## src/rtl/i2c_req_arbiter.sv

```systemverilog
// Round-robin arbiter that shares one I2C_master between NREQ requesters.
// It latches the winner's transaction, pulses the master enable, and returns done/err plus read data.
module i2c_req_arbiter #(
  parameter int NREQ      = 4,
  parameter int EN_CYCLES = 6,
  parameter int TIMEOUT   = 4096
) (
  input  logic              clk,
  input  logic              reset,
  input  logic [NREQ-1:0]   req,
  input  logic [NREQ-1:0]   req_rw,
  input  logic [7*NREQ-1:0] req_addr,
  input  logic [8*NREQ-1:0] req_reg,
  input  logic [8*NREQ-1:0] req_wdata,
  output logic [NREQ-1:0]   gnt,
  output logic [NREQ-1:0]   done,
  output logic [NREQ-1:0]   err,
  output logic [7:0]        rd_data,
  output logic [6:0]        m_address,
  output logic [7:0]        m_address_of_reg,
  output logic [7:0]        m_data_in,
  output logic              m_read_write,
  output logic              m_enable,
  input  logic              m_busy,
  input  logic              m_done,
  input  logic              m_nack,
  input  logic [7:0]        m_rd_data,
  output logic [2:0]        state_dbg
);

  localparam int IW = (NREQ > 1) ? $clog2(NREQ) : 1;
  localparam int TW = $clog2(TIMEOUT + 1);
  localparam int EW = $clog2(EN_CYCLES + 1);

  typedef enum logic [2:0] {
    S_IDLE  = 3'd0,
    S_LOAD  = 3'd1,
    S_START = 3'd2,
    S_WAIT  = 3'd3,
    S_RESP  = 3'd4
  } state_t;

  state_t          state;
  state_t          state_n;
  logic [IW-1:0]   ptr;
  logic [IW-1:0]   cur;
  logic [IW-1:0]   win;
  logic            found;
  int              idx;
  logic [NREQ-1:0] cur_oh;
  logic [EW-1:0]   en_cnt;
  logic [TW-1:0]   tmo_cnt;
  logic            err_flag;
  logic            en_last;
  logic            tmo_hit;
  logic            unused_busy;

  // m_busy is informational only; the timeout alone bounds a silent master.
  assign unused_busy = m_busy;
  assign state_dbg   = state;
  assign cur_oh      = NREQ'(1) << cur;
  assign en_last     = (en_cnt == EW'(EN_CYCLES - 1));
  assign tmo_hit     = (tmo_cnt == TW'(TIMEOUT - 1));

  // Scan starting at ptr, wrapping, and take the first active request.
  always_comb begin
    win   = ptr;
    found = 1'b0;
    idx   = 0;
    for (int k = 0; k < NREQ; k++) begin
      idx = int'(ptr) + k;
      if (idx >= NREQ) idx = idx - NREQ;
      if (!found && req[idx]) begin
        found = 1'b1;
        win   = IW'(idx);
      end
    end
  end

  always_ff @(posedge clk or posedge reset) begin
    if (reset) state <= S_IDLE;
    else       state <= state_n;
  end

  always_comb begin
    state_n = state;
    case (state)
      S_IDLE:  if (found) state_n = S_LOAD;
      S_LOAD:  state_n = S_START;
      S_START: begin
        if (m_done || tmo_hit) state_n = S_RESP;
        else if (en_last)      state_n = S_WAIT;
      end
      S_WAIT:  if (m_done || tmo_hit) state_n = S_RESP;
      S_RESP:  state_n = S_IDLE;
      default: state_n = S_IDLE;
    endcase
  end

  always_comb begin
    gnt      = '0;
    done     = '0;
    err      = '0;
    m_enable = 1'b0;
    case (state)
      S_LOAD, S_WAIT: gnt = cur_oh;
      S_START: begin
        gnt      = cur_oh;
        m_enable = 1'b1;
      end
      S_RESP: begin
        if (err_flag) err  = cur_oh;
        else          done = cur_oh;
      end
      default: ;
    endcase
  end

  // m_done wins over timeout expiry when both land in the same cycle.
  always_ff @(posedge clk or posedge reset) begin
    if (reset) begin
      ptr              <= '0;
      cur              <= '0;
      en_cnt           <= '0;
      tmo_cnt          <= '0;
      err_flag         <= 1'b0;
      rd_data          <= 8'h00;
      m_address        <= 7'h00;
      m_address_of_reg <= 8'h00;
      m_data_in        <= 8'h00;
      m_read_write     <= 1'b1;
    end else begin
      case (state)
        S_IDLE: if (found) cur <= win;
        S_LOAD: begin
          m_address        <= req_addr[7*cur +: 7];
          m_address_of_reg <= req_reg[8*cur +: 8];
          m_data_in        <= req_wdata[8*cur +: 8];
          m_read_write     <= req_rw[cur];
          en_cnt           <= '0;
          tmo_cnt          <= '0;
          err_flag         <= 1'b0;
        end
        S_START, S_WAIT: begin
          if (state == S_START) en_cnt <= en_cnt + 1'b1;
          tmo_cnt <= tmo_cnt + 1'b1;
          if (m_done) begin
            err_flag <= m_nack;
            if (m_read_write) rd_data <= m_rd_data;
          end else if (tmo_hit) begin
            err_flag <= 1'b1;
          end
        end
        S_RESP: ptr <= (cur == IW'(NREQ - 1)) ? '0 : cur + 1'b1;
        default: ;
      endcase
    end
  end

endmodule

```

## config.mk

```make
export PLATFORM = sky130hd
export DESIGN_NAME = i2c_req_arbiter
export DESIGN_NICKNAME = d
export VERILOG_FILES = /design/src/rtl/i2c_req_arbiter.sv
export SDC_FILE = /design/constraint.sdc
export NUM_CORES = 1
export LEC_CHECK = 0
export BUFFER_PORTS_ARGS = -buffer_cell sky130_fd_sc_hd__buf_2
export CAP_MARGIN = 10
export CORE_MARGIN = 8
export CORE_UTILIZATION = 35
export DETAILED_ROUTE_END_ITERATION = 10
export PLACE_DENSITY_LB_ADDON = 0.3
export SYNTH_ARGS = -nofsm -noshare
export SYNTH_HDL_FRONTEND = slang
export SYNTH_SLANG_ARGS = --single-unit
```

## constraint.sdc

```tcl
create_clock -name clk -period 1.66 [get_ports clk]
set_input_delay 0.166 -clock clk [delete_from_list [all_inputs] [get_ports clk]]
set_output_delay 0.166 -clock clk [all_outputs]
set_load 0.03 [all_outputs]
```

==> metrics.csv, run 1 <==
stage,metric,value,unit
detailed_routing,vias per cell,5.01,
yosys,yosys warns,0,
clock_tree,CTS tree,built,
worst_setup_path,worst setup path start,state_dbg[1],
final_layout,"Area growth, synth to finish",37.3,%
detailed_routing,WL final,9510,µm
timing,worst hold margin,0.0962,ns
die,die area,12300,µm²
worst_setup_path,Worst EP arrival,1.46,ns
worst_setup_path,CP max-delay cell,dfrtp_2,
clock_tree,"Clk pin slew, worst setup/hold paths",0.09,ns
worst_setup_path,critical path required time,1.49,ns
clock_tree,Inserted Clock Buffers,5,
timing,max-slew violation count,0,
global_routing,initial antenna violation count,0,
global_routing,grt ovf,0,
yosys,synthesized area,3170,µm²
yosys,"EDFF count, synth",0,
clock_tree,clk buf depth,2,
placed_design,Post-Place Setup Slack,0.170,ns
power_and_ir_drop,PD cells,1700,nW/µm²
die,Initial Util,0.361,
job,maxcap violations,0,
yosys,xor/xnor share of the synthesized area,0,
yosys,synth top area cells,"dfrtp_1 (43%), mux4_2 (17%), nand2_1 (11%)",
hold_path,min-delay src,m_rd_data[2],
power_and_ir_drop,"Power, Total",7.40,mW
global_routing,pin count of the biggest net entering global routing,35,
clock_tree,Skew-Pair Late Insertion Delay,0.30,ns
placed_design,post-DP HPWL,7720,µm
yosys,area share of and/or/nand/nor cells after synthesis,0.213,
hold_path,min-delay worst type,input port to flop,
detailed_routing,Routed Antenna Nets,0,
final_layout,layout cells sized above 1,0.484,
yosys,"Top FF cell, synth",dfrtp_1,
die,I/O pin cnt,161,
yosys,Synth cell types,43,
final_layout,max FFs per register,13,
power_and_ir_drop,P_leak,2.23,nW
yosys,post-synthesis mux area share,0.215,
timing,RSZ-0062 raised after global routing,true,
placed_design,Final GP Congestion,0.761,
worst_setup_path,startpoint types,flop,
timing,worst rel slew slack,0.646,
yosys,top-area cell type share of the netlist area,0.435,
final_layout,Total Nets Final,590,
yosys,most frequent cells after synthesis,"nand2_1 (94), dfrtp_1 (55), mux4_2 (24)",
yosys,Synth async-reset ratio,1.00,
detailed_routing,wire per inst,16.4,µm
detailed_routing,vias after detailed routing,2903,
clock_tree,Clock Sinks,56,
die,Die W,111,µm
yosys,Synth Area in Adders,0.0277,
timing,Setup-failing EPs final,0,
final_layout,Final Instance Count excl. Fillers,579,
yosys,Synth Area in Compound Gates,0.0660,
die,Rows,34,
yosys,cell accounting for the most synthesized area,dfrtp_1,
timing,post-route clock period utilization,0.978,
worst_setup_path,Crit Path Max Fanout,6,
final_layout,Biggest register,tmo_cnt,
yosys,"flops & latches, synth",56,
clock_tree,htree depth,2,
yosys,Post-Syn Nets,421,
timing,Slew @ Worst Pin,0.518,ns
timing,final worst slack,0.0365,ns
detailed_routing,DRC,0,
worst_setup_path,CP peak stage delay,0.48,ns
worst_setup_path,crit path kind,flop to output port,
final_layout,Final Core Density,0.496,
worst_setup_path,CP cell instances,nor3b_4 -> nor2_2 -> nor2b_1 -> buf_4,
timing,fmax,616,MHz
global_routing,vias in the first global route,3121,
timing,worst clock skew,0.00546,ns
yosys,sequential fraction of the synthesis area,0.443,
detailed_routing,Initial DRC Count,104,
die,die height,111,µm
final_layout,fill cell count,845,
clock_tree,clock root buffer master,clkbuf_8,
placed_design,PortBufs,159,
worst_setup_path,"CP delay by family, top",simple AND/OR/NAND/NOR gates,
timing,Final min period,1.62,ns
detailed_routing,drt pass-1 iters,4,
outcome,status,"finished, final reports clean",
die,Core Box Area,8760,µm²
yosys,main combinational cell family by area after synthesis,multiplexers,
yosys,gate count after technology mapping,301,
worst_setup_path,WP buf/inv,1,
yosys,most common cell in the netlist,nand2_1,
worst_setup_path,worst r2r src,tmo_cnt[0],
global_routing,GRT Util Overall,0.148,
global_routing,global-route wire length before repair,15100,µm
timing,Hold Fails Final Rpt,0,
yosys,synthesized area per cell,10.5,µm²
worst_setup_path,critical path capture point type,output port,
placed_design,dpl cells,564,
power_and_ir_drop,Max VDD drop,636,µV
final_layout,Antenna Diode Count,0,
[cell usage in the layout (no fill, tap or decap), types with 4 or more instances in the layout]
cell      count
inv_1         6
buf_12        4
and3_1        5
o21ai_0      15
nor2b_1       6
mux2_2        8
dfrtp_1      51
nor2_1       11
buf_4        15
ha_1          7
dfrtp_2       4
mux2i_1       5
nand2_1      94
nand4_1       4
mux4_2       24
clkbuf_8      5
buf_2       151
a21oi_1       6
nand3_1       5
and2_1        4
[per-stage QoR]
| stage | area [µm²] | setup TNS (ns) |
|---|---|---|
| 6_report | 4350 | 0 |
| 5_1_grt | 4350 | -0.111 |
| 4_1_cts | 4250 | 0 |
| 3_5_place_dp | 4120 | 0 |
| 3_3_place_gp | 4120 | 0 |
| 2_1_floorplan | 3170 | -0.169 |
[worst paths after layout]
path | slack (ns) | to | cells past startpoint
max reg2reg | 0.16 | err_flag | 5
max in group asynchronous | 0.68 | state_dbg[0] | 4
min reg2reg | 0.48 | m_address_of_reg[4] | 2
min | 0.1 | rd_data[2] | 2
min in group asynchronous | 0.44 | m_address[4] | 3
max | 0.04 | gnt[2] | 4
[report_power, final]
| group | leakage, nW | internal (mW) | switching [mW] |
|---|---|---|---|
| Combinational | 1.47 | 1.68 | 2.52 |
| Clock | 0.0524 | 0.452 | 0.418 |
| Sequential | 0.704 | 1.92 | 0.406 |
| Total | 2.23 | 4.06 | 3.35 |
[what timing repair did]
action	4_1_cts	5_1_grt
hold buffers	1	0
buffers inserted	0	6
endpoints found under the hold margin	19	0
pin swaps	0	3
resized for setup	7	18
endpoints found under the setup margin	12	13
[per-layer routing]
layer  wire length [µm]  track usage  vias up
met4                120       0.0382        0
met3                663       0.0514        8
li1                   -            -     1400
met1               3750        0.161     1389
met2               4970        0.265      106
met5                  0            0        -
[cell type report]
type,count,area (µm²),share of cell area
Timing Repair Buffer,175,1000,0.230
Sequential cell,56,1410,0.324
Multi-Input combinational cell,224,1670,0.384
Clock buffer,7,76.3,0.0176
Clock inverter,1,30.0,0.00691
Tap cell,108,135,0.0311
Inverter,8,30.0,0.00691
[cells by family (layout without fill, tap and decap cells)]
kind of cell               Yosys count  count (layout)
buffers and inverters               21             191
muxes                               37              37
adders and majority gates            7               7
and+or+nand+nor                    146             146
DFF                                 56              56
AOI/OAI and AO/OA                   34              34
Power figures use the tool's default switching activity.
==> run 2: changes to the inputs <==
- BUFFER_PORTS_ARGS: -buffer_cell sky130_fd_sc_hd__buf_2 -> -buffer_cell sky130_fd_sc_hd__clkbuf_2
- CORE_UTILIZATION: 35 -> 46
==> metrics.csv, run 2 (same netlist as run 1, synthesis figures left out) <==
stage,metric,value,unit,change
clock_tree,CTS tree,built,,
timing,final worst slack,-0.0302,ns,-0.0667 ns
placed_design,Final GP Congestion,0.849,,+12%
worst_setup_path,CP max-delay cell,dfrtp_2,,
timing,Hold Fails Final Rpt,0,,unchanged
final_layout,Total Nets Final,592,,+0.34%
detailed_routing,Routed Antenna Nets,0,,unchanged
global_routing,global-route wire length before repair,15600,µm,+3.0%
final_layout,max FFs per register,13,,unchanged
placed_design,post-DP HPWL,7580,µm,-1.8%
die,Initial Util,0.471,,+0.110
timing,fmax,592,MHz,-3.9%
clock_tree,Skew-Pair Late Insertion Delay,0.31,ns,about the same
global_routing,initial antenna violation count,0,,unchanged
detailed_routing,vias per cell,5.33,,+6.2%
clock_tree,Inserted Clock Buffers,5,,unchanged
global_routing,GRT Util Overall,0.198,,+0.0503
die,Die W,99.0,µm,-11%
timing,Slew @ Worst Pin,0.418,ns,-0.101 ns
die,die area,9800,µm²,-21%
power_and_ir_drop,Max VDD drop,665,µV,+4.5%
detailed_routing,WL final,9700,µm,+2.0%
final_layout,"commonest non-fill, non-tap cell in the layout",clkbuf_2,,
timing,max-slew violation count,0,,unchanged
worst_setup_path,WP buf/inv,1,,unchanged
final_layout,Biggest register,tmo_cnt,,
final_layout,fill cell count,531,,-37%
timing,post-route clock period utilization,1.02,,+0.0402
final_layout,Antenna Diode Count,0,,unchanged
power_and_ir_drop,PD cells,1720,nW/µm²,+1.0%
final_layout,"commonest cells after routing, fill and taps aside","clkbuf_2 (147), nand2_1 (93), dfrtp_1 (50)",,
final_layout,layout cells sized above 1,0.522,,+0.0381
worst_setup_path,startpoint types,flop,,
timing,Setup-failing EPs final,1,,+1
timing,total negative slack,-0.0302,ns,-0.0302 ns
timing,worst rel slew slack,0.714,,+0.0688
global_routing,grt ovf,0,,unchanged
outcome,status,finished with violations,,
global_routing,met1 usage,0.225,,+0.0643
worst_setup_path,Worst EP arrival,1.52,ns,+0.06 ns
global_routing,Global Route met3 Usage,0.0521,,+0.000742
die,Core Box Area,6720,µm²,-23%
worst_setup_path,"CP delay by family, top",simple AND/OR/NAND/NOR gates,,
timing,worst clock skew,0.00514,ns,-0.000319 ns
final_layout,post-route cell area,4400,µm²,+1.3%
detailed_routing,vias after detailed routing,2945,,+1.4%
worst_setup_path,Crit Path Max Fanout,7,,+1
final_layout,"Area growth, synth to finish",39.1,%,
global_routing,vias in the first global route,3162,,+1.3%
power_and_ir_drop,P_leak,2.26,nW,+1.4%
worst_setup_path,critical path required time,1.49,ns,about the same
timing,RSZ-0062 raised after global routing,true,,
die,I/O pin cnt,161,,unchanged
detailed_routing,drt pass-1 iters,6,,+2
detailed_routing,wire per inst,17.5,µm,+6.8%
worst_setup_path,critical path capture point type,output port,,
worst_setup_path,CP peak stage delay,0.48,ns,about the same
outcome,failing checks,setup timing,,
detailed_routing,Initial DRC Count,122,,+17%
clock_tree,"Clk pin slew, worst setup/hold paths",0.10,ns,about the same
placed_design,PortBufs,159,,unchanged
global_routing,GRT busiest layer,met2,,
timing,Final min period,1.69,ns,+0.0667 ns
detailed_routing,DRC,0,,unchanged
clock_tree,clk buf depth,2,,unchanged
die,Rows,30,,-12%
global_routing,pin count of the biggest net entering global routing,57,,+63%
placed_design,post-place instance area,4090,µm²,-0.79%
clock_tree,htree depth,2,,unchanged
die,die height,99.0,µm,-11%
worst_setup_path,CP cell instances,nor3b_4 -> nor2_4 -> nor2b_1 -> buf_4,,
job,maxcap violations,0,,unchanged
hold_path,min-delay worst type,input port to flop,,
clock_tree,clock root buffer master,clkbuf_8,,
global_routing,met2 Use GR,0.356,,+0.0904
worst_setup_path,crit path kind,flop to output port,,
clock_tree,Clock Sinks,56,,unchanged
-- run 2: changes by cell type in the layout (fill, tap and decap cells not counted), sizes merged --
cell,before,now
clkbuf,8,158
buf,173,25
-- run 2: through the flow --
stage	hold slack (ns)	util	setup WS, ns	std cells	power [mW]
after floorplan	0.316	-	-0.0422	301	5.16
after global placement	0.228	0.608	0.219	538	6.28
after detailed placement	0.230	0.608	0.127	538	6.41
after CTS	0.0737	0.641	0.00144	550	7.47
after global routing	0.0724	0.655	-0.0878	553	8.11
final	0.0795	0.655	-0.0302	553	7.58
-- run 2: timing repair --
item / 4_1_cts / 5_1_grt
gates resized for setup: 21 / 31
pin swaps: 0 / 2
setup endpoints to repair: 13 / 21
hold buffers: 1 / 0
endpoints found under the hold margin: 55 / 0
setup buffers: 3 / 3
-- run 2: final cells by class --
| cell class | instances | area [µm²] | area share |
|---|---|---|---|
| multi-input cells | 224 | 1720 | 0.391 |
| flip-flops and latches | 56 | 1410 | 0.320 |
| repair buffers | 177 | 1020 | 0.231 |
| well taps | 80 | 100 | 0.0227 |
| clock buffers | 7 | 96.3 | 0.0219 |
| inverters | 8 | 32.5 | 0.00739 |
| clock inverters | 1 | 30.0 | 0.00682 |
-- run 2: layer usage --
layer,vias up,routed length [µm],share of wire
met1,1412,3770,0.39
met2,121,5130,0.53
met4,0,172,0.018
li1,1398,-,-
met3,14,630,0.065
met5,-,0,0
-- run 2: path summary, 6_finish.rpt --
check                               startpoint                   to  slack (ns)  depth (start not counted)
setup / recovery                  state_dbg[2]               gnt[3]       -0.03                          4
hold / removal                    m_rd_data[2]           rd_data[2]        0.08                          2
setup reg to reg                  state_dbg[2]          tmo_cnt[11]        0.08                          5
hold reg to reg            m_address_of_reg[6]  m_address_of_reg[6]        0.48                          2
max in group asynchronous                reset         m_read_write        0.94                          4
min in group asynchronous                reset           rd_data[2]        0.44                          4
-- run 2: power by group --
part	switching (mW)	internal [mW]
sequential	0.399	1.92
clock	0.433	0.533
combinational	2.59	1.70
total	3.42	4.15
